<file path="src/rtl/fifo_sync_pkt.sv">
// Packet-aware synchronous FIFO: beats stay speculative until wr_last commits them; aborts roll back.
// Optional build macro FIFO_PKT_OVERSIZE_DROP_EN: drop packets that can never fit instead of stalling.
module fifo_sync_pkt #(
    parameter int DATA_WIDTH = 8,
    parameter int DEPTH      = 256,
    parameter int ADDR_WIDTH = $clog2(DEPTH)
) (
    input  logic                  clk,
    input  logic                  rst_n,
    input  logic                  clear,
    input  logic [DATA_WIDTH-1:0] wr_data,
    input  logic                  wr_last,
    input  logic                  wr_valid,
    output logic                  wr_ready,
    input  logic                  wr_abort,
    output logic [DATA_WIDTH-1:0] rd_data,
    output logic                  rd_last,
    output logic                  rd_valid,
    input  logic                  rd_ready,
    input  logic [ADDR_WIDTH:0]   af_thresh,
    input  logic [ADDR_WIDTH:0]   ae_thresh,
    output logic                  full,
    output logic                  empty,
    output logic                  almost_full,
    output logic                  almost_empty,
    output logic [ADDR_WIDTH:0]   count,
    output logic [ADDR_WIDTH:0]   free,
    output logic                  overflow
);
    localparam logic [ADDR_WIDTH:0] DEPTH_W = (ADDR_WIDTH+1)'(DEPTH);

`ifdef FIFO_PKT_OVERSIZE_DROP_EN
    typedef enum logic [1:0] {S_IDLE, S_IN_PKT, S_DROP} wr_state_t;
`else
    typedef enum logic [1:0] {S_IDLE, S_IN_PKT} wr_state_t;
`endif

    wr_state_t             state;
    logic [ADDR_WIDTH:0]   wr_ptr, wr_commit, rd_ptr;
    logic [ADDR_WIDTH:0]   used;
    logic                  in_drop, oversize, wr_en, fetch;
    logic [DATA_WIDTH:0]   mem [DEPTH];

`ifdef FIFO_PKT_OVERSIZE_DROP_EN
    logic ovf_q;
    assign in_drop  = (state == S_DROP);
    // Nothing committed yet the RAM is full: this packet is larger than DEPTH.
    assign oversize = (state == S_IN_PKT) && full && (wr_commit == rd_ptr);
    assign overflow = ovf_q;
`else
    assign in_drop  = 1'b0;
    assign oversize = 1'b0;
    assign overflow = 1'b0;
`endif

    always_comb begin
        used         = wr_ptr - rd_ptr;
        free         = DEPTH_W - used;
        full         = (free == '0);
        count        = wr_commit - rd_ptr;
        empty        = (count == '0) && !rd_valid;
        almost_full  = (used >= (DEPTH_W - af_thresh));
        almost_empty = (count <= ae_thresh);
        wr_ready     = in_drop || !full;
        wr_en        = wr_valid && wr_ready && !in_drop && !wr_abort && !oversize && !clear;
        fetch        = (rd_ptr != wr_commit) && (!rd_valid || rd_ready);
    end

    always_ff @(posedge clk or negedge rst_n) begin
        if (!rst_n) begin
            state     <= S_IDLE;
            wr_ptr    <= '0;
            wr_commit <= '0;
            rd_ptr    <= '0;
            rd_valid  <= 1'b0;
        end else if (clear) begin
            state     <= S_IDLE;
            wr_ptr    <= '0;
            wr_commit <= '0;
            rd_ptr    <= '0;
            rd_valid  <= 1'b0;
        end else begin
            if (fetch) begin
                rd_ptr   <= rd_ptr + 1'b1;
                rd_valid <= 1'b1;
            end else if (rd_valid && rd_ready) begin
                rd_valid <= 1'b0;
            end

            // Abort beats everything, including a last beat offered in the same cycle.
            if (wr_abort) begin
                wr_ptr <= wr_commit;
                state  <= S_IDLE;
`ifdef FIFO_PKT_OVERSIZE_DROP_EN
            end else if (oversize) begin
                wr_ptr <= wr_commit;
                state  <= S_DROP;
            end else if (in_drop) begin
                if (wr_valid && wr_last)
                    state <= S_IDLE;
`endif
            end else if (wr_en) begin
                wr_ptr <= wr_ptr + 1'b1;
                if (wr_last) begin
                    wr_commit <= wr_ptr + 1'b1;
                    state     <= S_IDLE;
                end else begin
                    state     <= S_IN_PKT;
                end
            end
        end
    end

`ifdef FIFO_PKT_OVERSIZE_DROP_EN
    always_ff @(posedge clk or negedge rst_n) begin
        if (!rst_n)
            ovf_q <= 1'b0;
        else if (clear)
            ovf_q <= 1'b0;
        else if (!wr_abort && oversize)
            ovf_q <= 1'b1;
    end
`endif

    // RAM and output register carry no reset so they map onto block RAM.
    always_ff @(posedge clk) begin
        if (wr_en)
            mem[wr_ptr[ADDR_WIDTH-1:0]] <= {wr_last, wr_data};
        if (fetch && !clear)
            {rd_last, rd_data} <= mem[rd_ptr[ADDR_WIDTH-1:0]];
    end

endmodule
</file>
<file path="config.mk">
export PLATFORM = sky130hd
export DESIGN_NAME = fifo_sync_pkt
export DESIGN_NICKNAME = d
export VERILOG_FILES = /design/src/rtl/fifo_sync_pkt.sv
export SDC_FILE = /design/constraint.sdc
export NUM_CORES = 2
export LEC_CHECK = 0
export ABC_AREA = 0
export BUFFER_PORTS_ARGS = -buffer_cell sky130_fd_sc_hd__buf_2
export CAP_MARGIN = 30
export CORE_UTILIZATION = 45
export DETAILED_ROUTE_END_ITERATION = 12
export GPL_ROUTABILITY_DRIVEN = 0
export SLEW_MARGIN = 20
export SYNTH_ARGS = -nofsm -noshare
export SYNTH_HDL_FRONTEND = slang
export SYNTH_SLANG_ARGS = --single-unit
</file>
<file path="constraint.sdc">
create_clock -name clk -period 6.5 [get_ports clk]
set_clock_uncertainty 0.2 [all_clocks]
set_input_delay 0.325 -clock clk [delete_from_list [all_inputs] [get_ports clk]]
set_output_delay 0.325 -clock clk [all_outputs]
set_load 0.1 [all_outputs]
</file>
Word-level counts from Yosys, hierarchy flattened
Memory sizes are Yosys's and may differ from the RTL's. A register that Yosys moved wholly into a read port is not among the register bits.
Cells that the tools add are included.
- add/subtract/negate cells: 6
- $lt $le $gt $ge: 2
- eq/ne operators: 2
- muxes and demuxes: 14
- reductions and logical operators: 20
- operators with widths (operator ; number):
    $mux W9 ; 9
    $add A9 B1 Y9 const B ; 2
    $logic_not A9 Y1 ; 2
    $sub A9 B9 Y9 ; 2
    $sub A9 B9 Y9 const A ; 2
    $ge A9 B9 Y1 ; 1
    $le A9 B9 Y1 ; 1
    $ne A9 B9 Y1 ; 1
    $logic_and A1 B1 Y1 ; 7
    $reduce_bool A2 Y1 ; 3
    $reduce_bool A3 Y1 ; 2
    $mux W1 ; 5
    $logic_not A1 Y1 ; 4
    $reduce_and A3 Y1 ; 1
    $ne A2 B2 Y1 const B ; 1
    $logic_or A1 B1 Y1 ; 1
- flip-flop bits (word level): 28
- bits in writable memories: 2304
- output and inout port bits: 34
- memories: 1
- memories (memory ; words ; bits a word ; read ports ; clocked after Yosys merged registers in ; write ports ; line ; source):
    mem ; 256 ; 9 ; 1 ; 1 ; 1 ; 42 ; logic [DATA_WIDTH:0] mem [DEPTH];

Longest topological paths before layout
- depth after elaboration: 10
- depth in mapped cells: 18
- gate-level depth less buffers: 15

Worst setup path before layout
No wires, ideal clock.
- path type: register to output
- start point: register rd_ptr[1]
- end point: output almost_empty
- data arrival time: 7.196 ns
- data required time: 5.975 ns
- slack: -1.221 ns
- stages on the path, launching flop included: 18
- buffers on the path: 3
- path through: dfrtp_1 > clkbuf_1 > clkbuf_1 > buf_1 > inv_1 > ha_1 > nor2b_1 > o21ai_0 > a21boi_0 > o21a_1 > nor2_1 > xnor2_1 > ha_1 > o21a_1 > o21a_1 > o21a_1 > o21a_1 > o21ai_0
- longest elaborated chain between the ends: 2
- ends and longest elaborated chain (element ; line ; source):
    start, declared ; 39 ; logic [ADDR_WIDTH:0] wr_ptr, wr_commit, rd_ptr;
    start signal, assigned ; 84 ; rd_ptr <= rd_ptr + 1'b1;
    $sub A9 B9 Y9 ; 60 ; count = wr_commit - rd_ptr;
    net count[5] ; 26 ; output logic [ADDR_WIDTH:0] count,
    $le A9 B9 Y1 ; 63 ; almost_empty = (count <= ae_thresh);
    end, declared ; 25 ; output logic almost_empty,
The timed path passes the listed nets, and every way through them passes these cells.

Worst setup path after layout
- start point: register wr_ptr[0]
- end point: memory mem[132][4] (netlist name), enable pin
- longest elaborated chain between the ends: 9
- ends and longest elaborated chain (element ; line ; source):
    start, declared ; 39 ;
    start signal, assigned ; 92 ; wr_ptr <= wr_commit;
    start signal, assigned ; 103 ; wr_ptr <= wr_ptr + 1'b1;
    $sub A9 B9 Y9 ; 57 ; used = wr_ptr - rd_ptr;
    $sub A9 B9 Y9 ; 58 ; free = DEPTH_W - used;
    $logic_not A9 Y1 ; 59 ; full = (free == '0);
    $logic_not A1 Y1 ; 64 ; wr_ready = in_drop || !full;
    $logic_and A1 B1 Y1 (3 in a row) ; 65 ; wr_en = wr_valid && wr_ready && !in_drop && !wr_abort && !oversize && !clear;
    $mux W1 ; 127 ; if (wr_en)
    $mux W1 (implied by the code) ; 128 ; mem[wr_ptr[ADDR_WIDTH-1:0]] <= {wr_last, wr_data};
    end, declared ; 42 ;
Several ways; a longest one is shown, not always the timed one.

==> results_tabular.tex <==
\begin{tabular}{lr}
\hline
Metric & Value \\
\hline
\multicolumn{2}{l}{\textbf{STA}} \\
\quad Final period util & 0.873 \\
\quad Tightest slew margin relative to the limit & 0.168 \\
\quad Final Max Slew Viols & 0 \\
\quad Transition time at the pin with the least slew margin & 1250 ps \\
\quad Post-Route Setup TNS & 0 ps \\
\quad Final Hold Slack & around 300 ps \\
\quad Number of endpoints with negative hold slack in the final report & 0 \\
\quad Final number of setup-violating endpoints & 0 \\
\quad Post-layout worst setup margin & 829 ps \\
\quad Fin crit period & between 5000 and 6000 ps \\
\quad Highest attainable clock frequency & 176 MHz \\
\quad Unrepaired setup endpoints after global routing & no \\
\multicolumn{2}{l}{\textbf{Detailed routing}} \\
\quad Overall via count from detail\_route & approximately 43000 \\
\quad Starting DRT DRC Count & 5371 \\
\quad DR vias/cell & 6.06 \\
\quad Average routed wire per standard cell & 32.1 um \\
\quad Total DRC errors in the routed layout & 0 \\
\quad Detailed-router iteration count before antenna repair & 7 \\
\quad DRT Wirelength & 231 mm \\
\quad Number of routed nets with antenna violations & 0 \\
\multicolumn{2}{l}{\textbf{Placement}} \\
\quad HPWL after detailed placement & 135 mm \\
\quad Placement Setup Slack & 718 ps \\
\quad Port-buffer cells & 65 \\
\quad Placed Cells & 6739 \\
\multicolumn{2}{l}{\textbf{Synth}} \\
\quad Most common library cells after synthesis & sky130\_fd\_sc\_hd\_\_edfxtp\_1 (2313), sky130\_fd\_sc\_hd\_\_mux4\_2 (765), sky130\_fd\_sc\_hd\_\_nor3\_1 (232), sky130\_fd\_sc\_hd\_\_clkbuf\_1 (136), sky130\_fd\_sc\_hd\_\_nor2\_1 (76) \\
\quad Area fraction in compound gates after synthesis & 0.00659 \\
\quad Area share of the largest cell type after synthesis & 0.753 \\
\quad Number of enable flip-flop cells after synthesis & approximately 2300 \\
\quad Proportion of synthesized chip area in sequential cells & 0.760 \\
\quad Xor and xnor area share after synthesis & 0.00418 \\
\quad Main combinational cell family by area after synthesis & multiplexers \\
\quad Number of unique standard cell types used by synthesis & 63 \\
\quad Post-synthesis net count & 4057 \\
\quad Number of synthesized register bits & about 2300 \\
\quad Multiplexer share of the synthesized area & 0.187 \\
\quad Mean cell area of the mapped netlist & 23.2 sq um \\
\quad Synth Flop Type & sky130\_fd\_sc\_hd\_\_edfxtp\_1 \\
\quad Count of mapped cells out of synthesis & 3980 \\
\quad Cell type with the highest aggregate area in the netlist & sky130\_fd\_sc\_hd\_\_edfxtp\_1 \\
\quad Synth top area cells & sky130\_fd\_sc\_hd\_\_edfxtp\_1 (75\%), sky130\_fd\_sc\_hd\_\_mux4\_2 (19\%), sky130\_fd\_sc\_hd\_\_nor3\_1 (1.3\%) \\
\quad Adder and majority gate portion of the synthesized area & 0.00613 \\
\quad Area of the mapped netlist & 92300 sq um \\
\quad Post-synthesis async set-or-reset flop share & 0.0120 \\
\quad Most repeated cell in the gate-level netlist after synthesis & sky130\_fd\_sc\_hd\_\_edfxtp\_1 \\
\quad Total of warnings raised by yosys & 0 \\
\quad Simple-gate share of the synthesized area & 0.0225 \\
\multicolumn{2}{l}{\textbf{Finish}} \\
\quad Utilization of the core after routing & 0.518 \\
\quad Area added between synthesis and finish & 13.9\% \\
\quad Fillers & about 16000 \\
\quad Fraction of final layout cells with drive strength greater than 1 & 0.334 \\
\quad FF/Latch Area & 70200 sq um \\
\quad Multi-input logic area & around 21000 sq um \\
\quad Number of nets in the layout & roughly 4400 \\
\quad Filler-free cell count of the finished design & slightly above 7000 \\
\multicolumn{2}{l}{\textbf{Die}} \\
\quad Initial Util & 0.455 \\
\quad Number of top-level pins & 67 \\
\quad DIE AREA & 207000 sq um \\
\quad Die Y & 455 um \\
\quad CORE AREA & 203000 sq um \\
\quad Number of rows created at floorplan & around 170 \\
\quad X dimension of the die & approximately 450 um \\
\multicolumn{2}{l}{\textbf{CTS}} \\
\quad Clock transition at path regs & about 60 ps \\
\quad H-tree depth & 4 \\
\quad Hold buffer count at CTS & 19 \\
\quad Post-CTS Setup Bufs & 0 \\
\quad Clock latency at the later pin of the worst-skew pair & around 860 ps \\
\quad Clock net sink count & between 2000 and 2500 \\
\quad Buffer depth of the longest clock path & 3 \\
\quad TritonCTS clock tree & done \\
\quad Number of resized instances in the post-cts repair step & 0 \\
\quad Root buffer selected by CTS & sky130\_fd\_sc\_hd\_\_clkbuf\_16 \\
\quad Number of clock buffers inserted by TritonCTS & 227 \\
\multicolumn{2}{l}{\textbf{Hold path}} \\
\quad Class of the worst hold path & input port to async pin \\
\multicolumn{2}{l}{\textbf{Setup path}} \\
\quad Crit path launch & wr\_ptr[0] \\
\quad Crit Reg-Reg Startpoint & wr\_ptr[0] \\
\quad Arrival time of data at the critical path endpoint & around 6000 ps \\
\quad Reg2Reg Setup Slack & 830 ps \\
\quad Critical path start-end classification & flop to flop \\
\quad Required arrival time at the worst endpoint & about 7000 ps \\
\quad Crit path capture & mem[132][4] \\
\quad Cell count of the worst reg-to-reg path & 15 \\
\quad Endpoint class of the critical path & flop \\
\quad Terminus of the critical flop-to-flop path & mem[132][4] \\
\quad Type of element launching the critical path & flop \\
\quad Crit path max fanout & 29 \\
\multicolumn{2}{l}{\textbf{Global routing}} \\
\quad Grt total ovfl & 0 \\
\quad Total track usage & 0.226 \\
\quad Pin count of the biggest net entering global routing & 158 \\
\quad Wire length of the first global-routing pass & 331 mm \\
\quad Number of global-route vias before repair & 43300 \\
\quad Number of antenna violations at the first check in global routing & 11 \\
\multicolumn{2}{l}{\textbf{Job}} \\
\quad Count of maximum capacitance violations & 0 \\
\multicolumn{2}{l}{\textbf{Pwr}} \\
\quad Power per unit of standard cell area & 368 nW/um\^{}2 \\
\quad Maximum vdd ir drop & 0.000442 V \\
\quad P\_leak & 32.1 nW \\
\multicolumn{2}{l}{\textbf{Outcome}} \\
\quad Outcome & finished clean \\
\hline
\end{tabular}
==> critical path, cell delays in order, from the launching register on <==
cell,delay (ps)
sky130_fd_sc_hd__dfrtp_1,440
sky130_fd_sc_hd__inv_1,150
sky130_fd_sc_hd__ha_1,180
sky130_fd_sc_hd__inv_1,60
sky130_fd_sc_hd__fa_1,410
sky130_fd_sc_hd__a211oi_2,320
sky130_fd_sc_hd__nor2_1,100
sky130_fd_sc_hd__xor2_1,220
sky130_fd_sc_hd__or3_4,470
sky130_fd_sc_hd__nor4_4,350
sky130_fd_sc_hd__nor3_4,130
sky130_fd_sc_hd__a21oi_2,580
sky130_fd_sc_hd__nand2_4,360
sky130_fd_sc_hd__buf_4,420
sky130_fd_sc_hd__nor3_1,670
sky130_fd_sc_hd__buf_2,300
==> area by class of cell <==
| cell class | instances | area share |
|---|---|---|
| inverters | 40 | 0.00151 |
| clock buffers | 282 | 0.0568 |
| repair buffers | 353 | 0.0263 |
| diodes | 2 | 0.0000476 |
| multi-input cells | 1358 | 0.203 |
| clock inverters | 133 | 0.0130 |
| well taps | 2672 | 0.0318 |
| flip-flops and latches | 2341 | 0.668 |
==> logic make-up after synthesis <==
group / Yosys count
simple gates: 419
compound gates: 82
buf+inv: 281
xor+xnor: 44
mux: 768
fa+ha+maj: 44
flops: 2341
other cells: 1
==> metal layers <==
layer / GRT usage / vias to the layer above / wire [um]
met5: 0 / - / 13
met4: 0.0497 / 2 / 4630
met3: 0.0329 / 278 / 16300
met2: 0.353 / 1837 / 110000
met1: 0.340 / 23600 / 99800
li1: - / 17800 / -
==> per-stage QoR <==
step	instance area [sq um]	power [mW]
after floorplan	92300	23.2
after global placement	96900	26.0
after detailed placement	97200	26.0
after CTS	105000	39.0
after global routing	105000	39.8
final	105000	38.6
==> where the power goes <==
group | leakage, nW | internal, mW | switching, mW | total [mW]
clock network | 3.58 | 7.52 | 5.53 | 13.1
registers | 21.2 | 16.6 | 0.0419 | 16.7
logic | 7.41 | 3.84 | 5.06 | 8.90
total | 32.1 | 28.0 | 10.6 | 38.6
==> how the worst min path moves through the flow <==
| stage | startpoint | endpoint | cells past startpoint | slack [ps] |
|---|---|---|---|---|
| 2_1_floorplan | rst_n | rd_ptr[0] | 0 | -170 |
| 3_3_place_gp | rst_n | rd_valid | 1 | 210 |
| 3_5_place_dp | rst_n | rd_valid | 1 | 210 |
| 4_1_cts | rst_n | rd_valid | 4 | 240 |
| 5_1_grt | wr_data[5] | mem[207][5] | 2 | 300 |
| 6_report | rst_n | rd_valid | 4 | 300 |
==> state kept, by name, indices dropped and copies added (netlist names) <==
signal	flops
rd_data	8
rd_ptr	9
rd_valid	1
rd_last	1
wr_ptr	9
mem	2304
wr_commit	9
==> placed cells by master, fill, tap and decap left out, types with 6 or more instances in the layout <==
| cell type | count |
|---|---|
| sky130_fd_sc_hd__clkbuf_16 | 231 |
| sky130_fd_sc_hd__a21o_1 | 6 |
| sky130_fd_sc_hd__nand2_1 | 28 |
| sky130_fd_sc_hd__nor2_1 | 75 |
| sky130_fd_sc_hd__buf_8 | 12 |
| sky130_fd_sc_hd__o21ai_0 | 9 |
| sky130_fd_sc_hd__clkinv_2 | 36 |
| sky130_fd_sc_hd__nor3_2 | 51 |
| sky130_fd_sc_hd__mux4_2 | 765 |
| sky130_fd_sc_hd__edfxtp_1 | 2313 |
| sky130_fd_sc_hd__bufinv_16 | 26 |
| sky130_fd_sc_hd__inv_1 | 37 |
| sky130_fd_sc_hd__buf_4 | 213 |
| sky130_fd_sc_hd__buf_12 | 16 |
| sky130_fd_sc_hd__nand3_1 | 14 |
| sky130_fd_sc_hd__xnor2_1 | 28 |
| sky130_fd_sc_hd__nor3_1 | 181 |
| sky130_fd_sc_hd__dfrtp_1 | 24 |
| sky130_fd_sc_hd__clkinvlp_4 | 6 |
| sky130_fd_sc_hd__a211oi_1 | 14 |
| sky130_fd_sc_hd__buf_2 | 91 |
| sky130_fd_sc_hd__ha_1 | 42 |
| sky130_fd_sc_hd__dlygate4sd3_1 | 18 |
| sky130_fd_sc_hd__clkinv_1 | 55 |
| sky130_fd_sc_hd__nor2b_1 | 12 |
| sky130_fd_sc_hd__a21oi_1 | 18 |
| sky130_fd_sc_hd__o21a_1 | 10 |
| sky130_fd_sc_hd__nand2_2 | 11 |
| sky130_fd_sc_hd__nand4_1 | 9 |
| sky130_fd_sc_hd__clkbuf_1 | 51 |
| sky130_fd_sc_hd__xor2_1 | 12 |
Power figures use the tool's default switching activity.
